[config.mk]
export PLATFORM = sky130hd
export DESIGN_NAME = video_mem_responder
export DESIGN_NICKNAME = d
export VERILOG_FILES = /design/src/rtl/video_pkg.sv /design/src/rtl/video_req_slot.sv /design/src/rtl/video_mem_responder.sv
export SDC_FILE = /design/constraint.sdc
export NUM_CORES = 1
export LEC_CHECK = 0
export CAP_MARGIN = 5
export CORE_UTILIZATION = 54
export CTS_BUF_LIST = sky130_fd_sc_hd__clkbuf_16
export DETAILED_ROUTE_END_ITERATION = 10
export HOLD_SLACK_MARGIN = 0.12
export PLACE_DENSITY = 0.83
export SLEW_MARGIN = 10
export SYNTH_ARGS = -nofsm -noshare
export SYNTH_HDL_FRONTEND = slang
export SYNTH_HIERARCHICAL = 1
export SYNTH_SLANG_ARGS = --single-unit
[constraint.sdc]
create_clock -name clk_vid -period 5 [get_ports clk_vid]
set_input_delay 1 -clock clk_vid [delete_from_list [all_inputs] [get_ports clk_vid]]
set_output_delay 1 -clock clk_vid [all_outputs]
set_load 0.005 [all_outputs]
[src/rtl/video_pkg.sv]
// Shared types and defaults for the video memory responder.
// FSM states, requester owners and address helpers.
package video_pkg;

   typedef enum logic [1:0] {
      ST_IDLE,
      ST_FETCH,
      ST_DONE
   } state_e;

   typedef enum logic {
      OWN_APPLE,
      OWN_VGC
   } owner_e;

   localparam logic [5:0]  VIDEO_BANK_BASE_DEF = 6'b110000;
   localparam logic [15:0] SHR_BASE_DEF        = 16'h2000;

   // SHR word index to byte offset inside bank E1, 16-bit wrap
   function automatic logic [15:0] vgc_base(
      input logic [12:0] idx,
      input logic [15:0] shr
   );
      return shr + {1'b0, idx, 2'b00};
   endfunction

endpackage

[src/rtl/video_req_slot.sv]
// One-entry pending slot for a fetch requester.
// Latches on strobe, flags a strobe that finds the slot occupied.
module video_req_slot #(
   parameter int W = 16
) (
   input  logic         clk_i,
   input  logic         rst_ni,
   input  logic         rd_i,
   input  logic [W-1:0] addr_i,
   input  logic         take_i,
   output logic         pend_o,
   output logic [W-1:0] addr_o,
   output logic         ovr_o
);

   logic         pend_q;
   logic [W-1:0] addr_q;
   logic         ovr_q;

   // a strobe refills the slot in the same cycle it is dispatched
   always_ff @(posedge clk_i or negedge rst_ni) begin
      if (!rst_ni) begin
         pend_q <= 1'b0;
         addr_q <= '0;
         ovr_q  <= 1'b0;
      end else if (rd_i && (!pend_q || take_i)) begin
         pend_q <= 1'b1;
         addr_q <= addr_i;
      end else begin
         if (take_i) pend_q <= 1'b0;
         if (rd_i && pend_q) ovr_q <= 1'b1;
      end
   end

   assign pend_o = pend_q;
   assign addr_o = addr_q;
   assign ovr_o  = ovr_q;

endmodule

[src/rtl/video_mem_responder.sv]
// Serves Apple II and VGC 32-bit fetches from a byte-wide video memory.
// VGC has priority; one memory transaction is in flight at a time.
module video_mem_responder
   import video_pkg::*;
#(
   parameter logic [5:0]  VIDEO_BANK_BASE = VIDEO_BANK_BASE_DEF,
   parameter logic [15:0] SHR_BASE        = SHR_BASE_DEF
) (
   input  logic        clk_vid,
   input  logic        reset_n,
   input  logic [15:0] apple_video_addr,
   input  logic        apple_video_bank,
   input  logic        apple_video_rd,
   output logic [31:0] apple_video_data,
   output logic        apple_video_valid,
   input  logic [12:0] vgc_address,
   input  logic        vgc_rd,
   output logic [31:0] vgc_data,
   output logic        vgc_valid,
   output logic [22:0] mem_addr,
   output logic        mem_rd,
   input  logic        mem_ack,
   input  logic [7:0]  mem_data,
   output logic        overrun
);

   logic        a_pend;
   logic        v_pend;
   logic        a_ovr;
   logic        v_ovr;
   logic        a_take;
   logic        v_take;
   logic [16:0] a_slot;
   logic [12:0] v_slot;
   logic [15:0] v_base_d;
   logic [15:0] off_d;

   state_e      state_q;
   owner_e      owner_q;
   logic        bank_q;
   logic [15:0] base_q;
   logic [1:0]  idx_q;
   logic [23:0] word_q;
   logic        mem_rd_q;
   logic [22:0] mem_addr_q;
   logic [31:0] a_data_q;
   logic [31:0] v_data_q;
   logic        a_val_q;
   logic        v_val_q;

   video_req_slot #(.W(17)) u_apple_slot (
      .clk_i  (clk_vid),
      .rst_ni (reset_n),
      .rd_i   (apple_video_rd),
      .addr_i ({apple_video_bank, apple_video_addr}),
      .take_i (a_take),
      .pend_o (a_pend),
      .addr_o (a_slot),
      .ovr_o  (a_ovr)
   );

   video_req_slot #(.W(13)) u_vgc_slot (
      .clk_i  (clk_vid),
      .rst_ni (reset_n),
      .rd_i   (vgc_rd),
      .addr_i (vgc_address),
      .take_i (v_take),
      .pend_o (v_pend),
      .addr_o (v_slot),
      .ovr_o  (v_ovr)
   );

   assign v_take   = (state_q == ST_IDLE) && v_pend;
   assign a_take   = (state_q == ST_IDLE) && a_pend && !v_pend;
   assign v_base_d = vgc_base(v_slot, SHR_BASE);
   assign off_d    = base_q + {14'd0, idx_q} + 16'd1;

   // dispatch, byte-by-byte fetch and completion with registered outputs
   always_ff @(posedge clk_vid or negedge reset_n) begin
      if (!reset_n) begin
         state_q    <= ST_IDLE;
         owner_q    <= OWN_APPLE;
         bank_q     <= 1'b0;
         base_q     <= '0;
         idx_q      <= '0;
         word_q     <= '0;
         mem_rd_q   <= 1'b0;
         mem_addr_q <= '0;
         a_data_q   <= '0;
         v_data_q   <= '0;
         a_val_q    <= 1'b0;
         v_val_q    <= 1'b0;
      end else begin
         a_val_q <= 1'b0;
         v_val_q <= 1'b0;
         unique case (state_q)
            ST_IDLE: begin
               if (v_pend) begin
                  owner_q    <= OWN_VGC;
                  bank_q     <= 1'b1;
                  base_q     <= v_base_d;
                  idx_q      <= 2'd0;
                  mem_rd_q   <= 1'b1;
                  mem_addr_q <= {VIDEO_BANK_BASE, 1'b1, v_base_d};
                  state_q    <= ST_FETCH;
               end else if (a_pend) begin
                  owner_q    <= OWN_APPLE;
                  bank_q     <= a_slot[16];
                  base_q     <= a_slot[15:0];
                  idx_q      <= 2'd0;
                  mem_rd_q   <= 1'b1;
                  mem_addr_q <= {VIDEO_BANK_BASE, a_slot};
                  state_q    <= ST_FETCH;
               end
            end
            ST_FETCH: begin
               if (mem_ack) begin
                  idx_q <= idx_q + 2'd1;
                  if (idx_q == 2'd3) begin
                     mem_rd_q   <= 1'b0;
                     mem_addr_q <= '0;
                     state_q    <= ST_DONE;
                     if (owner_q == OWN_VGC) begin
                        v_data_q <= {mem_data, word_q};
                        v_val_q  <= 1'b1;
                     end else begin
                        a_data_q <= {mem_data, word_q};
                        a_val_q  <= 1'b1;
                     end
                  end else begin
                     mem_addr_q <= {VIDEO_BANK_BASE, bank_q, off_d};
                     unique case (idx_q)
                        2'd0:    word_q[7:0]   <= mem_data;
                        2'd1:    word_q[15:8]  <= mem_data;
                        default: word_q[23:16] <= mem_data;
                     endcase
                  end
               end
            end
            ST_DONE: begin
               state_q <= ST_IDLE;
            end
            default: state_q <= ST_IDLE;
         endcase
      end
   end

   assign apple_video_data  = a_data_q;
   assign apple_video_valid = a_val_q;
   assign vgc_data          = v_data_q;
   assign vgc_valid         = v_val_q;
   assign mem_addr          = mem_addr_q;
   assign mem_rd            = mem_rd_q;
   assign overrun           = a_ovr | v_ovr;

endmodule

==> metrics.cfg, run 1 <==
[cts]
htreeDepth=4
cts_setup_buffers=0
cts_root_buffer=clkbuf_16
clk_pin_slew_ns=0.06
clk-insertion-delay-late_ns=0.43
postCtsHoldBufs=0
cts_resized=0
cts.sinks=165
clockBufferDepth=2
cts_tree=built
numCtsBuffers=17

[floorplanning]
fp.dieW_um=115.8
die_y_um=115.8
rows=41
core_area_um2=12620
start_util_pct=55.39
die-area_um2=13400
ios=134

[power]
total_power_mw=5.813
p_per_area_nw_per_um2=647.9
power_leakage_nw=4.231
peakVddDrop_v=0.0002840

[timing]
setup_viol=0
tns_ns=0
fin_crit_ns=2.635
rsz0062_at_grt=false
fin_ws_ns=2.365
fmax_mhz=379.6
finalHoldViolCount=0
layout_worst_path_cycle_share_pct=52.69
worstMarginPinSlew_ns=1.125
fin_skew_ns=0.007966
max_slew_margin_pct=25.01
drv_slew=0

[grt]
antenna_found_initial=0
grt_util_all_layers_pct=24.00
grt_overflow=0
grt_max_degree=81
grt_pass1_wl_um=23740
grt_pass1_vias=4605

[logic_synthesis]
synth_top_family_by_area=multiplexers
synth_top_area_cell=dfrtp_1
synth_area_leaders=dfrtp_1 59%, mux2_2 12%, mux2_4 7.7%
synth_adder_area_share_pct=1.718
synthMuxAreaShare_pct=22.95
yosys_warnings=6
syn_avg_cell_area_um2=14.18
synthXorXnorAreaFrac_pct=1.629
ys_types=47
synthesis.area_um2=6990
netlist_instances=493
synth_compound_area_share_pct=5.119
ys_seq_area_share_pct=59.07
synth_seq_cells=165
yosys.area_share.simple_pct=6.354
synth.top_cell.area_share_pct=59.07

[placed_design]
placed_cells=778
place.gp.congestion=0.7570
portBuffers=129
hpwl_um=9992
dp_slack_ns=1.958

[route]
wl_per_cell_um=18.19
vias=4312
drc=0
wl_um=14730
vias_per_cell=5.323
drt_iter0_drc=315
firstDrtPassIters=5
ant_nets=0

[critical_path]
crit_path_start_kind=flop
crit_path_end_kind=flop
r2r_start=u_vgc_slot/pend_o$_DFFE_PN0P_
rr_worst_depth=5
cp.arrival_ns=2.94
cp_max_fo=21
cp_slowest_cell=dfrtp_1
worstSetupPathDepth=5
critical_path.max_stage_delay_ns=1.08
path_delay_family=simple AND/OR/NAND/NOR gates
critPathBufInv=0
timing.rr.end=word_q[1]$_DFFE_PN0P_
worstPathCellList=nor3_1 -> or3_4 -> nor2_4 -> nand2_4 -> mux2_4
critPathKind=flop to flop
crit_required_ns=5.31
r2r_slack_ns=2.37

[cells_and_area]
area_growth_pct=28.33
drive_gt1_share_pct=24.45
mostFrequentLayoutCell=dfrtp_1
fin_util_pct=71.09
nNetsFinal=677
n_antenna_cell=0
final_cell_mix=165 x dfrtp_1, 128 x clkdlybuf4s50_1, 76 x mux2_2
finalNonFillerCells=810
nFillCells=903

[job]
maxCapViolCount=0

[outcome]
status=finished, final reports clean

[min_path]
hold_path_startpoint=u_vgc_slot/ovr_o$_DFFE_PN0P_
holdPathStages=1
hold_end=u_vgc_slot/ovr_o$_DFFE_PN0P_
min_path_type=flop to flop

stage by stage:
step	instance area, um2	hold WS, ns
2_1_floorplan	7002	0.4343
3_3_place_gp	8372	0.4530
3_5_place_dp	8372	0.4664
4_1_cts	8971	0.4791
5_1_grt	8971	0.5059
6_report	8971	0.4755
cell type report:
type,instances,area (um2),share of cell area [%]
Sequential cell,165,4129,46.03
Multi-Input combinational cell,297,2664,29.69
Timing Repair Buffer,133,1323,14.74
Clock buffer,17,425.4,4.742
Tap cell,172,215.2,2.399
Clock inverter,15,173.9,1.939
Inverter,11,41.29,0.4603
cells in the mapped netlist, drive strengths merged:
library cell / n
inv: 11
nand3: 8
nor4b: 1
nand2b: 4
nand2: 33
or3: 1
and2b: 1
fa: 1
mux2i: 14
o221ai: 5
a22o: 3
nor2b: 4
o21a: 2
buf: 17
and3: 2
xor2: 12
dfrtp: 165
o21bai: 2
and2: 1
nor3b: 1
nor2: 18
and4: 2
conb: 1
mux2: 118
ha: 8
clkbuf: 6
o2111a: 1
nor3: 3
a21oi: 13
o21ai: 21
or2: 1
a21o: 9
xnor2: 1
o311ai: 1
nand4: 2
how the worst max path moves through the flow:
| stage | to | start |
|---|---|---|
| global placement | apple_video_data[28]$_DFFE_PN0P_ | mem_ack |
| detailed placement | apple_video_data[12]$_DFFE_PN0P_ | mem_ack |
| finish | word_q[1]$_DFFE_PN0P_ | u_vgc_slot/pend_o$_DFFE_PN0P_ |
| CTS | u_apple_slot/addr_o[5]$_DFFE_PN0P_ | u_vgc_slot/pend_o$_DFFE_PN0P_ |
| floorplan | word_q[0]$_DFFE_PN0P_ | mem_ack |
| global route | u_apple_slot/addr_o[10]$_DFFE_PN0P_ | u_vgc_slot/pend_o$_DFFE_PN0P_ |
kinds of logic (layout without fill, tap and decap cells):
group	after synthesis	count (layout)
DFF	165	165
other	1	4
buffers and inverters	34	176
xor gates and xnor gates	13	13
and+or+nand+nor	82	82
adders and majority gates	9	9
AOI/OAI and AO/OA	57	57
muxes	132	132
per-layer routing:
layer	track usage (%)	vias up	part of all wire, %
met2	42.14	139	52
met4	8.462	0	1.4
li1	-	1980	-
met3	5.858	19	5.7
met1	28.82	2174	41
met5	0	-	0
where the power goes:
group / internal (mW) / switching, mW
Combinational: 1.31 / 0.778
Sequential: 1.95 / 0.453
Clock: 0.821 / 0.497
Total: 4.08 / 1.73
registers in the layout, indices dropped and copies added (netlist names):
register,count
u_vgc_slot/pend_o,1
idx_q,2
u_apple_slot/pend_o,1
apple_video_data,32
vgc_valid,1
u_vgc_slot/ovr_o,1
base_q,16
vgc_data,32
state_q,2
mem_rd,1
apple_video_valid,1
bank_q,1
u_apple_slot/addr_o,17
owner_q,1
mem_addr,18
u_vgc_slot/addr_o,13
word_q,24
u_apple_slot/ovr_o,1
(Power assumes the default switching activity.)
==> run 2, diff against run 1 <==
--- a/config.mk
+++ b/config.mk
@@ -6,11 +6,11 @@
 export NUM_CORES = 1
 export LEC_CHECK = 0
 export CAP_MARGIN = 5
-export CORE_UTILIZATION = 54
+export CORE_UTILIZATION = 47
 export CTS_BUF_LIST = sky130_fd_sc_hd__clkbuf_16
 export DETAILED_ROUTE_END_ITERATION = 10
 export HOLD_SLACK_MARGIN = 0.12
-export PLACE_DENSITY = 0.83
+export PLACE_DENSITY = 0.76
 export SLEW_MARGIN = 10
 export SYNTH_ARGS = -nofsm -noshare
 export SYNTH_HDL_FRONTEND = slang
==> constraint.sdc (replaced) <==
create_clock -name clk_vid -period 2.4 [get_ports clk_vid]
set_input_delay 0.48 -clock clk_vid [delete_from_list [all_inputs] [get_ports clk_vid]]
set_output_delay 0.48 -clock clk_vid [all_outputs]
set_load 0.005 [all_outputs]
==> run 2 against run 1 <==
Compared with the run above: via count grew 1.3%; combinational power is 110% higher; die area rose by 15%; worst setup slack got worse by 2.2 ns; utilization decreased by 8.7 points; critical path depth rose by 3; register-to-register slack lost 2.2 ns; sequential power is 110% higher; critical path type unchanged; largest cell class unchanged; largest power group unchanged; highest routed layer unchanged.
==> metrics.cfg, run 2 (same netlist as run 1, synthesis figures left out) <==
[outcome]
status=finished, final reports clean

[route]
drc=0  ; unchanged
ant_nets=0  ; unchanged
vias_per_cell=5.263  ; -1.1%
drt_iter0_drc=283  ; -10%
wl_per_cell_um=17.41  ; -4.3%
vias=4368  ; +1.3%
firstDrtPassIters=4  ; -1
wl_um=14450  ; -1.9%

[cts]
cts_tree=built
cts.sinks=165  ; unchanged
clockBufferDepth=2  ; unchanged
clk_pin_slew_ns=0.06  ; about the same
htreeDepth=4  ; unchanged
clk-insertion-delay-late_ns=0.42  ; about the same
cts_resized=0  ; unchanged
numCtsBuffers=17  ; unchanged
cts_root_buffer=clkbuf_16

[power]
swShare_pct=30.17  ; +0.45 points
internal-power_mw=8.353  ; +100%
power_frac_clock_pct=21.7  ; -1.0 points
p_per_area_nw_per_um2=1319  ; +100%
peakVddDrop_v=0.0006996  ; +150%
p_comb_share_pct=36.7  ; +0.8 points
p_sw_mw=3.610  ; +110%
power_leakage_nw=4.256  ; +0.58%
seqPwrFrac_pct=41.6  ; +0.2 points

[floorplanning]
fp.dieW_um=124.0  ; +7.1%
die_y_um=124.0  ; +7.1%
rows=44  ; +7.3%
start_util_pct=48.10  ; -7.3 points
die-area_um2=15360  ; +15%
ios=134  ; unchanged
core_area_um2=14530  ; +15%

[cells_and_area]
mostFrequentLayoutCell=dfrtp_1
area_growth_pct=29.69
fin_area_um2=9066  ; +1.1%
fin_util_pct=62.38  ; -8.7 points
final_cell_mix=165 x dfrtp_1, 128 x clkdlybuf4s50_1, 76 x mux2_2
nNetsFinal=685  ; +1.2%
drive_gt1_share_pct=25.39  ; +0.94 points
n_antenna_cell=0  ; unchanged

[timing]
layout_worst_path_cycle_share_pct=91.07  ; +38 points
setup_viol=0  ; unchanged
fin_ws_ns=0.2144  ; -2.151 ns
max_slew_margin_pct=65.42  ; +40 points
fin_skew_ns=0.008396  ; +0.0004299 ns
tns_ns=0  ; unchanged
fmax_mhz=457.5  ; +21%
rsz0062_at_grt=false
finalHoldViolCount=0  ; unchanged
drv_slew=0  ; unchanged
worstMarginPinSlew_ns=0.5115  ; -0.6133 ns
fin_crit_ns=2.186  ; -0.4491 ns

[placed_design]
placed_cell_area_um2=8489  ; +1.4%
portBuffers=129  ; unchanged
place.gp.congestion=0.7855  ; +3.8%
dp_slack_ns=0.2064  ; -1.751 ns
hpwl_um=10280  ; +2.9%

[critical_path]
r2r_start=idx_q[0]$_DFFE_PN0P_
crit_path_end_kind=flop
critPathKind=flop to flop
cp.arrival_ns=2.51  ; -0.43 ns
startpoint=idx_q[0]$_DFFE_PN0P_
crit_path_start_kind=flop
crit_required_ns=2.73  ; -2.58 ns
cp_max_fo=6  ; -71%

[job]
maxCapViolCount=0  ; unchanged

[min_path]
hold_path_startpoint=mem_rd$_DFFE_PN0P_
min_path_type=flop to flop

[grt]
grt_overflow=0  ; unchanged
grt_max_degree=59  ; -27%
grt_pass1_vias=4486  ; -2.6%
grt_pass1_wl_um=23270  ; -2.0%
antenna_found_initial=0  ; unchanged
grt_util_all_layers_pct=20.34  ; -3.7 points

-- run 2: timing repair --
action                                 4_1_cts  5_1_grt
buffers inserted                             0        0
hold buffers                                 1        0
endpoints found under the hold margin       49        0
-- run 2: worst max-delay path, stage by stage (launching register included) --
cell and delay, ns:
dfrtp_1 0.41, inv_1 0.12, ha_1 0.22, fa_1 0.43, nor3b_1 0.26, buf_4 0.18
nand4_1 0.13, xor2_1 0.17, o21ai_0 0.17
-- run 2: path summary, 6_finish.rpt --
kind	slack, ns	cells after the start	endpoint
worst max-delay path	0.21	8	mem_addr[8]$_DFFE_PN0P_
worst min-delay path	0.48	2	mem_rd$_DFFE_PN0P_
worst max register to register	0.21	8	mem_addr[8]$_DFFE_PN0P_
worst min register to register	0.48	2	mem_rd$_DFFE_PN0P_
max in group asynchronous	1.10	3	word_q[10]$_DFFE_PN0P_
min in group asynchronous	0.60	2	vgc_data[3]$_DFFE_PN0P_
-- run 2: power groups by stage --
stage | clock network, mW | registers [mW] | logic, mW
5_1_grt | 2.78 | 5.15 | 4.82
4_1_cts | 2.65 | 4.98 | 4.43
3_5_place_dp | 0 | 5.02 | 4.41
3_3_place_gp | 0 | 4.96 | 4.26
6_report | 2.60 | 4.98 | 4.39
2_1_floorplan | 0 | 4.79 | 2.48
-- run 2: final cells by class --
| class | instances | area [um2] |
|---|---|---|
| tap | 184 | 230.2 |
| clock inverter | 15 | 141.4 |
| fill | 1121 | 5468 |
| sequential | 165 | 4129 |
| multi-input combinational | 297 | 2664 |
| inverter | 11 | 41.29 |
| timing repair buffer | 141 | 1435 |
| clock buffer | 17 | 425.4 |
-- run 2: metal layers --
metal	global-route usage, %	vias up	wire, um
li1	-	2001	-
met1	26.28	2210	6506
met2	32.67	135	6944
met3	6.227	22	777
met4	6.696	0	218
met5	0	-	0
-- run 2: stage by stage --
stage               power, mW  instances  hold WS (ns)
floorplan               7.275        496        0.1844
global route            12.74        830        0.4950
global placement        9.216        797        0.4578
detailed placement      9.431        797        0.4632
CTS                     12.07        830        0.4830
finish                  11.96        830        0.4811
